## src/rtl/pool_pkg.sv

```systemverilog
`default_nettype none
// ============================================================================
//  Module      : pool_pkg
//  Description : Shared types and constants for the pooling-layer output
//                memory write addresser.
//                  pool_wr_state_t - write-sequencer state encoding
//                  BANKED/INTERLEAVED - channel address layout selectors
//  Revision    : 1.0 - initial release
// ============================================================================
package pool_pkg;

  // Write sequencer states.
  typedef enum logic [1:0] {
    IDLE  = 2'd0,
    RUN   = 2'd1,
    DRAIN = 2'd2,
    DONE  = 2'd3
  } pool_wr_state_t;

  // Channel address layouts.
  localparam int BANKED      = 0;
  localparam int INTERLEAVED = 1;

endpackage
`default_nettype wire

```

## src/rtl/pool_valid_delay.sv

```systemverilog
`default_nettype none
// ============================================================================
//  Module      : pool_valid_delay
//  Description : DEPTH-stage 1-bit shift register that delays the accept
//                strobe so each write lines up with its pooled data.
//  Ports       : clk   - clock, rising edge
//                rst_n - asynchronous active-low clear of all stages
//                clr   - synchronous clear of all stages (new pass)
//                din   - strobe in
//                dout  - strobe delayed by DEPTH cycles
//  Revision    : 1.0 - initial release
// ============================================================================
module pool_valid_delay #(
  parameter int DEPTH = 1
) (
  input  logic clk,
  input  logic rst_n,
  input  logic clr,
  input  logic din,
  output logic dout
);

  logic [DEPTH-1:0] shift_q;
  logic [DEPTH-1:0] shift_d;

  generate
    if (DEPTH == 1) begin : g_single
      always_comb begin
        shift_d = clr ? 1'b0 : din;
      end
    end else begin : g_chain
      always_comb begin
        shift_d = clr ? '0 : {shift_q[DEPTH-2:0], din};
      end
    end
  endgenerate

  always_ff @(posedge clk or negedge rst_n) begin
    if (!rst_n) begin
      shift_q <= '0;
    end else begin
      shift_q <= shift_d;
    end
  end

  assign dout = shift_q[DEPTH-1];

endmodule
`default_nettype wire

```

## src/rtl/pool_mem_write.sv

```systemverilog
`default_nettype none
// ============================================================================
//  Module      : pool_mem_write
//  Description : Output-memory write addresser for a pooling layer. Accepts
//                one pooled sample set (all channels) per handshake, delays
//                the strobe by PIPE_DELAY cycles and issues one write per
//                channel with its own address (banked or interleaved).
//  Ports       : clk      - clock, rising edge
//                reset    - asynchronous active-low reset
//                start    - one-cycle pulse, begins a pass (IDLE/DONE only)
//                in_valid - pooled sample set present
//                in_ready - sample set accepted this cycle when valid
//                wr_en    - write strobe, common to all channels
//                wr_addr  - channel c address in [c*ADDR_W +: ADDR_W]
//                busy     - pass in progress (RUN or DRAIN)
//                done     - pass complete, held until next start or reset
//  Revision    : 1.0 - initial release
// ============================================================================
module pool_mem_write
  import pool_pkg::*;
#(
  parameter int ADDR_W     = 8,
  parameter int CHANNELS   = 2,
  parameter int CH_DEPTH   = 72,
  parameter int BASE       = 0,
  parameter int PIPE_DELAY = 1,
  parameter int INTERLEAVE = 0
) (
  input  logic                       clk,
  input  logic                       reset,
  input  logic                       start,
  input  logic                       in_valid,
  output logic                       in_ready,
  output logic                       wr_en,
  output logic [CHANNELS*ADDR_W-1:0] wr_addr,
  output logic                       busy,
  output logic                       done
);

  localparam int               CNT_W     = $clog2(CH_DEPTH + 1);
  localparam logic [CNT_W-1:0] LAST_IDX  = CNT_W'(CH_DEPTH - 1);
  localparam logic [CNT_W-1:0] DEPTH_CNT = CNT_W'(CH_DEPTH);

  // --------------------------------------------------------------------------
  // Elaboration-time configuration checks
  // --------------------------------------------------------------------------
  generate
    if (64'(BASE) + 64'(CHANNELS) * 64'(CH_DEPTH) - 64'd1 >= (64'd1 << ADDR_W)) begin : g_bad_range
      $fatal(1, "pool_mem_write: BASE + CHANNELS*CH_DEPTH - 1 does not fit in ADDR_W");
    end
    if (CHANNELS < 1 || CH_DEPTH < 2 || PIPE_DELAY < 1 ||
        (INTERLEAVE != BANKED && INTERLEAVE != INTERLEAVED)) begin : g_bad_param
      $fatal(1, "pool_mem_write: illegal parameter combination");
    end
  endgenerate

  // --------------------------------------------------------------------------
  // State and counters
  // --------------------------------------------------------------------------
  pool_wr_state_t             state_q, state_d;
  logic [CNT_W-1:0]           acc_cnt_q, acc_cnt_d;
  logic [CNT_W-1:0]           wr_idx_q, wr_idx_d;
  logic [CHANNELS*ADDR_W-1:0] wr_addr_q, wr_addr_d;
  logic [CHANNELS*ADDR_W-1:0] idx_addr;
  logic [CNT_W-1:0]           addr_idx;
  logic                       start_ok;
  logic                       accept;
  logic                       last_wr;

  // start only takes effect when no pass is in flight.
  assign start_ok = start && (state_q == IDLE || state_q == DONE);
  assign in_ready = (state_q == RUN) && (acc_cnt_q < DEPTH_CNT);
  assign accept   = in_valid && in_ready;
  assign last_wr  = wr_en && (wr_idx_q == LAST_IDX);

  // The accept strobe becomes the write strobe PIPE_DELAY cycles later. A
  // start clears the line so nothing from a previous pass leaks through.
  pool_valid_delay #(
    .DEPTH (PIPE_DELAY)
  ) u_valid_delay (
    .clk   (clk),
    .rst_n (reset),
    .clr   (start_ok),
    .din   (accept),
    .dout  (wr_en)
  );

  always_comb begin
    state_d = state_q;
    case (state_q)
      IDLE:    if (start) state_d = RUN;
      RUN:     if (accept && acc_cnt_q == LAST_IDX) state_d = DRAIN;
      DRAIN:   if (last_wr) state_d = DONE;
      DONE:    if (start) state_d = RUN;
      default: state_d = IDLE;
    endcase
  end

  always_comb begin
    acc_cnt_d = acc_cnt_q;
    wr_idx_d  = wr_idx_q;
    if (start_ok) begin
      acc_cnt_d = '0;
      wr_idx_d  = '0;
    end else begin
      if (accept) begin
        acc_cnt_d = acc_cnt_q + CNT_W'(1);
      end
      if (wr_en && wr_idx_q != DEPTH_CNT) begin
        wr_idx_d = wr_idx_q + CNT_W'(1);
      end
    end
  end

  // --------------------------------------------------------------------------
  // Address generation
  // --------------------------------------------------------------------------
  // After the final write the index steps to CH_DEPTH; clamping keeps the
  // held address on the last legal value instead of running past the range.
  assign addr_idx = (wr_idx_d > LAST_IDX) ? LAST_IDX : wr_idx_d;

  generate
    for (genvar c = 0; c < CHANNELS; c++) begin : g_addr
      localparam logic [ADDR_W-1:0] CH_OFS = (INTERLEAVE == INTERLEAVED)
                                           ? ADDR_W'(BASE + c)
                                           : ADDR_W'(BASE + c * CH_DEPTH);
      logic [ADDR_W-1:0] idx_term;
      if (INTERLEAVE == INTERLEAVED) begin : g_interleaved
        assign idx_term = ADDR_W'(addr_idx) * ADDR_W'(CHANNELS);
      end else begin : g_banked
        assign idx_term = ADDR_W'(addr_idx);
      end
      assign idx_addr[c*ADDR_W +: ADDR_W] = CH_OFS + idx_term;
    end
  endgenerate

  // The address register follows the index only when the index moves, so it
  // keeps its reset value of zero until the first start.
  always_comb begin
    wr_addr_d = wr_addr_q;
    if (start_ok || wr_en) begin
      wr_addr_d = idx_addr;
    end
  end

  // --------------------------------------------------------------------------
  // Registers
  // --------------------------------------------------------------------------
  always_ff @(posedge clk or negedge reset) begin
    if (!reset) begin
      state_q   <= IDLE;
      acc_cnt_q <= '0;
      wr_idx_q  <= '0;
      wr_addr_q <= '0;
    end else begin
      state_q   <= state_d;
      acc_cnt_q <= acc_cnt_d;
      wr_idx_q  <= wr_idx_d;
      wr_addr_q <= wr_addr_d;
    end
  end

  assign wr_addr = wr_addr_q;
  assign busy    = (state_q == RUN) || (state_q == DRAIN);
  assign done    = (state_q == DONE);

endmodule
`default_nettype wire

```

## config.mk

```make
export PLATFORM = sky130hd
export DESIGN_NAME = pool_mem_write
export DESIGN_NICKNAME = d
export VERILOG_FILES = /design/src/rtl/pool_pkg.sv /design/src/rtl/pool_valid_delay.sv /design/src/rtl/pool_mem_write.sv
export SDC_FILE = /design/constraint.sdc
export NUM_CORES = 1
export LEC_CHECK = 0
export BUFFER_PORTS_ARGS = -buffer_cell sky130_fd_sc_hd__buf_2
export CAP_MARGIN = 10
export CORE_ASPECT_RATIO = 0.9
export CORE_UTILIZATION = 60
export CTS_CLUSTER_DIAMETER = 120
export DETAILED_ROUTE_END_ITERATION = 7
export PLACE_DENSITY = 0.83
export SLEW_MARGIN = 15
export SYNTH_ARGS = -nofsm -noshare
export SYNTH_HDL_FRONTEND = slang
export SYNTH_HIERARCHICAL = 1
export SYNTH_SLANG_ARGS = --single-unit
```

## constraint.sdc

```tcl
create_clock -name clk -period 3.6 [get_ports clk]
set_input_delay 0.36 -clock clk [delete_from_list [all_inputs] [get_ports clk]]
set_output_delay 0.36 -clock clk [all_outputs]
set_load 0.1 [all_outputs]
```

; ---- Yosys cells after proc, flatten, opt, wreduce, memory -nomap -nowiden
; Cells that the tools add are included.
; W data, S select, Z words.
[word_totals]
ff_bits = 32
wordCells = 42
output_inout_bits = 20
inputBits = 4
[classes]
add_sub_neg = 3
reduce_logical = 13
mux = 10
eq_ne = 9
order_cmp = 2
[op_table]
columns = op, count
row1 = $mux W7, 5
row2 = $add A7 B1 Y7 const B, 2
row3 = $eq A7 B7 Y1 const B, 2
row4 = $add A7 B7 Y8 const A, 1
row5 = $gt A7 B7 Y1 const B, 1
row6 = $lt A7 B7 Y1 const B, 1
row7 = $ne A7 B7 Y1 const B, 1
row8 = $logic_and A1 B1 Y1, 6
row9 = $mux W2, 3
row10 = $pmux W2 S3, 1
row11 = $eq A2 B2 Y1 const B, 2
row12 = $ne A2 B2 Y1 const B, 2
row13 = $logic_or A1 B1 Y1, 3
row14 = $reduce_and A3 Y1, 1
row15 = $eq A2 B1 Y1 const B, 1
row16 = $logic_not A2 Y1, 1
row17 = $ne A2 B1 Y1 const B, 1
row18 = $reduce_bool A2 Y1, 1
row19 = $reduce_or A2 Y1, 1
row20 = $mux W1, 1

; ---- Longest topological paths before layout
[logic_depth]
depth_word = 7
ltp_mapped = 8
mapped_depth_nobuf = 7

; ---- Hierarchy
; The synthesis kept the hierarchy.
[by_module_without_submodules]
columns = module, cells_each, instances, area_each_um2, seq_area_each_um2
row1 = pool_mem_write, 169, 1, 1564.0, 700.7
row2 = pool_valid_delay, 2, 1, 38.8, 25.0

; ---- Least setup slack after synthesis
; No wires, ideal clock.
[synth_timing]
kind = register to register
startpoint = register u_valid_delay.shift_q, in the netlist u_valid_delay/dout
endpoint = register wr_addr_q[10], in the netlist wr_addr[10]
path_buffers = 1
period_less_slack_ps = 2240
t_required_ps = 3518
slack_ps = 1360
path_stages_with_launch = 7
setup_time_ps = 82
t_arrival_ps = 2158
cell_sequence = dfrtp_1 -> buf_2 -> and4_1 -> and3_2 -> mux2i_1 -> a211o_1 -> a31oi_1
[synth_via]
elab_chain_len = 6
word_cells_on_any_way = 7
classes_between = add/sub: 1 / order compare: 1 / mux: 3 / reduce/logical: 2
[synth_rtl]
columns = element, line_no
row1 = "start, declared", pool_valid_delay.sv:23  ; logic [DEPTH-1:0] shift_q;
row2 = "start signal, assigned", pool_valid_delay.sv:42  ; shift_q <= shift_d;
row3 = $logic_and A1 B1 Y1, pool_mem_write.sv:109  ; if (wr_en && wr_idx_q != DEPTH_CNT) begin
row4 = $mux W7, pool_mem_write.sv:109
row5 = $mux W7, pool_mem_write.sv:102  ; if (start_ok) begin
row6 = $gt A7 B7 Y1, pool_mem_write.sv:120  ; assign addr_idx = (wr_idx_d > LAST_IDX) ? LAST_IDX : wr_idx_d;
row7 = $mux W7, pool_mem_write.sv:120
row8 = $add A7 B7 Y8, pool_mem_write.sv:133  ; assign idx_addr[c*ADDR_W +: ADDR_W] = CH_OFS + idx_term;
row9 = "end signal, assigned", pool_mem_write.sv:159  ; wr_addr_q <= wr_addr_d;
row10 = "end, declared", pool_mem_write.sv:63  ; logic [CHANNELS*ADDR_W-1:0] wr_addr_q, wr_addr_d;
; Parallel ways exist; a longest one is shown, timed or not.
; A chain may end at the register's enable or synchronous reset.

; ---- Worst setup path after layout
[layout_timing]
startpoint = register state_q[0]
endpoint = register wr_addr_q[12], in the netlist wr_addr[12]
[layout_via]
elab_chain_len = 7
word_cells_on_any_way = 9
classes_between = add/sub: 1 / order compare: 1 / eq/ne: 1 / mux: 2 / reduce/logical: 4
[layout_rtl]
columns = element, line_no
row1 = "start, declared", pool_mem_write.sv:60  ; pool_wr_state_t state_q, state_d;
row2 = "start signal, assigned", pool_mem_write.sv:156  ; state_q <= state_d;
row3 = $eq A2 B2 Y1 or $logic_not A2 Y1 (tied branches), pool_mem_write.sv:71  ; assign start_ok = start && (state_q == IDLE || state_q == DONE);
row4 = $logic_or A1 B1 Y1 (*), pool_mem_write.sv:71
row5 = $logic_and A1 B1 Y1 (*), pool_mem_write.sv:71
row6 = $mux W7 (*), pool_mem_write.sv:102
row7 = via wr_idx_d[4], pool_mem_write.sv:62  ; logic [CNT_W-1:0] wr_idx_q, wr_idx_d;
row8 = $gt A7 B7 Y1, pool_mem_write.sv:120
row9 = $mux W7 (*), pool_mem_write.sv:120
row10 = $add A7 B7 Y8 (*), pool_mem_write.sv:133
; The timed path passes the listed nets; every way through them passes the cells marked *.

==> run_summary.xml <==
<?xml version="1.0" encoding="UTF-8"?>
<metrics>
  <group name="worst_setup_path">
    <metric name="worst-endpoint-arrival" unit="ns">2.47</metric>
    <metric name="worst_path_max_delay_cell" unit="">inv_1</metric>
    <metric name="cpMostUsedCell" unit="">inv_1</metric>
    <metric name="crit_path_end_kind" unit="">flip-flop</metric>
    <metric name="timing.critical_path.required" unit="ns">3.78</metric>
    <metric name="worst-setup-path-type" unit="">reg2reg</metric>
    <metric name="worstSetupStartpointType" unit="">flip-flop</metric>
    <metric name="timing.critical_path.cells" unit="">inv_1, ha_1, nand2_1, inv_1, nor2_1, xnor2_1, o22ai_1</metric>
    <metric name="cp_max_fo" unit="">21</metric>
    <metric name="critical_path.max_stage_delay" unit="ns">0.62</metric>
    <metric name="timing.reg2reg.setup_slack" unit="ns">1.31</metric>
  </group>
  <group name="clock_network">
    <metric name="number_of_gates_given_a_new_drive_strength_after_cts" unit="">0</metric>
    <metric name="postCtsSetupBuffers" unit="">0</metric>
    <metric name="cts_tree" unit="">yes</metric>
    <metric name="cts_inserted_buffers" unit="">5</metric>
    <metric name="cts-htree-levels" unit="">2</metric>
    <metric name="clock_latency" unit="ns">0.32</metric>
    <metric name="clock_transition_at_path_regs" unit="ns">0.09</metric>
    <metric name="clk_root_buffer_cell" unit="">clkbuf_4</metric>
    <metric name="clock_path_buffers" unit="">2</metric>
    <metric name="cts.sinks" unit="">29</metric>
    <metric name="cts.hold.buffers_added" unit="">0</metric>
  </group>
  <group name="logic_synthesis">
    <metric name="share_of_the_yosys_chip_area_belonging_to_registers" unit="">0.453</metric>
    <metric name="synth_seq_cells" unit="">29</metric>
    <metric name="synthMostInstantiatedCell" unit="">dfrtp_1</metric>
    <metric name="yosysUniqueCellTypes" unit="">43</metric>
    <metric name="syn-cell-area" unit="µm²">1600</metric>
    <metric name="synth-async-reset-ratio" unit="">1.00</metric>
    <metric name="area_fraction_of_the_dominant_cell_type_after_synthesis" unit="">0.453</metric>
    <metric name="synth-edff-count" unit="">0</metric>
    <metric name="synth_cells" unit="">171</metric>
    <metric name="synth.top_cells.by_count" unit="">29 x dfrtp_1, 18 x nand2_1, 18 x nor2_1, 8 x inv_1</metric>
    <metric name="synth_warnings" unit="">6</metric>
    <metric name="postSynthNetCount" unit="">181</metric>
    <metric name="synth_largest_area_cell" unit="">dfrtp_1</metric>
    <metric name="yosys-top-cells-area" unit="">dfrtp_1 45%, ha_1 4.7%, nand2_1 4.2%</metric>
    <metric name="synth.avg_cell_area" unit="µm²">9.37</metric>
    <metric name="yosys_most_used_dff" unit="">dfrtp_1</metric>
  </group>
  <group name="timing">
    <metric name="layout_min_cycle_time" unit="ns">2.29</metric>
    <metric name="final_hold_viol_count" unit="">0</metric>
    <metric name="timing_worst_slew_pin_value" unit="ns">0.681</metric>
    <metric name="fmax" unit="GHz">0.436</metric>
    <metric name="slew_viol_final" unit="">0</metric>
    <metric name="tns" unit="ns">0</metric>
    <metric name="slew-limit-headroom" unit="">0.546</metric>
    <metric name="rsz_0062_raised_after_global_routing" unit="">no</metric>
    <metric name="hold_ws" unit="ns">0.0555</metric>
    <metric name="final_min_period_over_clock_period" unit="">0.637</metric>
    <metric name="count_of_final_setup_violators" unit="">0</metric>
    <metric name="fin_worst_skew" unit="ns">0.00499</metric>
  </group>
  <group name="drt">
    <metric name="routed-via-count" unit="">1307</metric>
    <metric name="routedWlPerCell" unit="µm">14.8</metric>
    <metric name="route.detailed.vias_per_inst" unit="">6.08</metric>
    <metric name="antenna_left" unit="">0</metric>
    <metric name="drc" unit="">0</metric>
    <metric name="drt_wl_total" unit="mm">3.19</metric>
    <metric name="detailedRoute.firstPassIterationCount" unit="">4</metric>
    <metric name="dr.first_iter.drc_count" unit="">71</metric>
  </group>
  <group name="cells_and_area">
    <metric name="finish.net_count" unit="">196</metric>
    <metric name="finalInstanceArea" unit="µm²">1730</metric>
    <metric name="synthToLayoutAreaGrowth" unit="%">7.81</metric>
    <metric name="final_layout_size_suffix_gt1_frac" unit="">0.182</metric>
    <metric name="insertedDiodeCount" unit="">0</metric>
    <metric name="instances_no_fill" unit="">215</metric>
  </group>
  <group name="die">
    <metric name="core.rowCount" unit="">17</metric>
    <metric name="floorplan.die_area" unit="µm²">2880</metric>
    <metric name="ioPinCount" unit="">24</metric>
    <metric name="die_height" unit="µm">51.0</metric>
    <metric name="core_area" unit="µm²">2490</metric>
    <metric name="die_x" unit="µm">56.5</metric>
    <metric name="effective_utilization_at_floorplan" unit="">0.644</metric>
  </group>
  <group name="grt">
    <metric name="grt_pass1_vias" unit="">1238</metric>
    <metric name="first_pass_grt_wire_length" unit="mm">5.58</metric>
    <metric name="global_route.overflow_total" unit="">0</metric>
    <metric name="globalRouteTotalUtil" unit="">0.255</metric>
    <metric name="initial_antenna_violation_count" unit="">0</metric>
    <metric name="grt_max_degree" unit="">30</metric>
  </group>
  <group name="place">
    <metric name="detailed_place.area" unit="µm²">1680</metric>
    <metric name="dpl.cell_count" unit="">207</metric>
    <metric name="routabilityCongestion" unit="">0.883</metric>
    <metric name="dp_hpwl" unit="mm">2.27</metric>
    <metric name="numPortBuffers" unit="">22</metric>
  </group>
  <group name="status">
    <metric name="run_status" unit="">complete, no violations</metric>
  </group>
  <group name="hold_path">
    <metric name="worstHoldPathType" unit="">in2async</metric>
  </group>
  <group name="flow_run">
    <metric name="cap_violations" unit="">0</metric>
  </group>
</metrics>
-- placed cells by master, fill, tap and decap left out, types with 2 or more instances in the layout --
cell / n
nor2_1: 18
o21ai_0: 6
and2_1: 2
clkbuf_4: 5
o211ai_1: 3
a21oi_1: 6
o21ai_1: 2
mux2i_1: 4
dfrtp_1: 29
xor2_1: 5
nand3_1: 4
nand2b_1: 3
o31ai_1: 3
ha_1: 6
nand2_1: 18
a31oi_1: 2
xnor2_1: 6
and4_1: 2
buf_2: 22
o22ai_1: 3
clkinv_2: 2
and3_1: 2
nor3_1: 2
nand4_1: 6
inv_1: 8
-- kinds of logic (layout without fill, tap and decap cells) --
kind of cell / Yosys count / in the layout / share of synthesized area
AO/OA/AOI/OAI: 35 / 35 / 0.145
XOR/XNOR: 12 / 12 / 0.0703
adder cells (fa/ha/maj): 6 / 6 / 0.0468
buffers and inverters: 22 / 38 / 0.0632
flip-flops: 29 / 29 / 0.453
multiplexers: 5 / 5 / 0.0320
other: 1 / 1 / 0.00234
AND/OR/NAND/NOR: 61 / 61 / 0.187
-- flip-flops by register name, summed over array words and instances (netlist names) --
| signal | cells |
|---|---|
| u_valid_delay/dout | 1 |
| wr_addr | 12 |
| acc_cnt_q | 7 |
| state_q | 2 |
| wr_idx_q | 7 |
-- stage by stage --
step | utilization | setup WS, ns
after global routing | 0.694 | 1.11
after CTS | 0.694 | 1.31
after detailed placement | 0.674 | 1.33
after floorplan | - | 1.36
final | 0.694 | 1.31
after global placement | 0.674 | 1.46
-- final timing paths --
kind,start,to,depth (start not counted)
max reg2reg,state_q[0]$_DFFE_PN0P_,wr_addr[12]$_DFFE_PN0P_,7
max in group asynchronous,reset,wr_addr[9]$_DFFE_PN0P_,1
min reg2reg,wr_addr[14]$_DFFE_PN0P_,wr_addr[14]$_DFFE_PN0P_,2
min in group clk,start,state_q[0]$_DFFE_PN0P_,3
max,state_q[0]$_DFFE_PN0P_,wr_addr[12]$_DFFE_PN0P_,7
min,reset,acc_cnt_q[4]$_DFFE_PN0P_,1
-- critical path, delay by kind of cell (launching register included) --
kind            cells  cell delay (ns)
xor+xnor            1             0.20
flops               1             0.38
simple gates        2             0.47
fa+ha+maj           1             0.31
compound gates      1             0.10
buf+inv             2             0.69
-- final cells by class --
cell class | count | area (µm²)
multi-input cells | 120 | 776
fillers | 192 | 761
flip-flops and latches | 29 | 726
repair buffers | 22 | 110
clock buffers | 6 | 41.3
well taps | 28 | 35.0
inverters | 8 | 30.0
clock inverters | 2 | 10.0
-- per-layer routing --
metal  vias to the layer above  global-route usage  routed length (µm)
met5                         -                   0                   0
met1                       632               0.350                1560
met4                         0               0.126                  55
met3                         9              0.0608                 160
met2                        44               0.382                1410
li1                        622                   -                   -
Power is left out: the tool's default activity adds up to more than one toggle a clock period on the data nets, which glitch-free logic cannot reach.
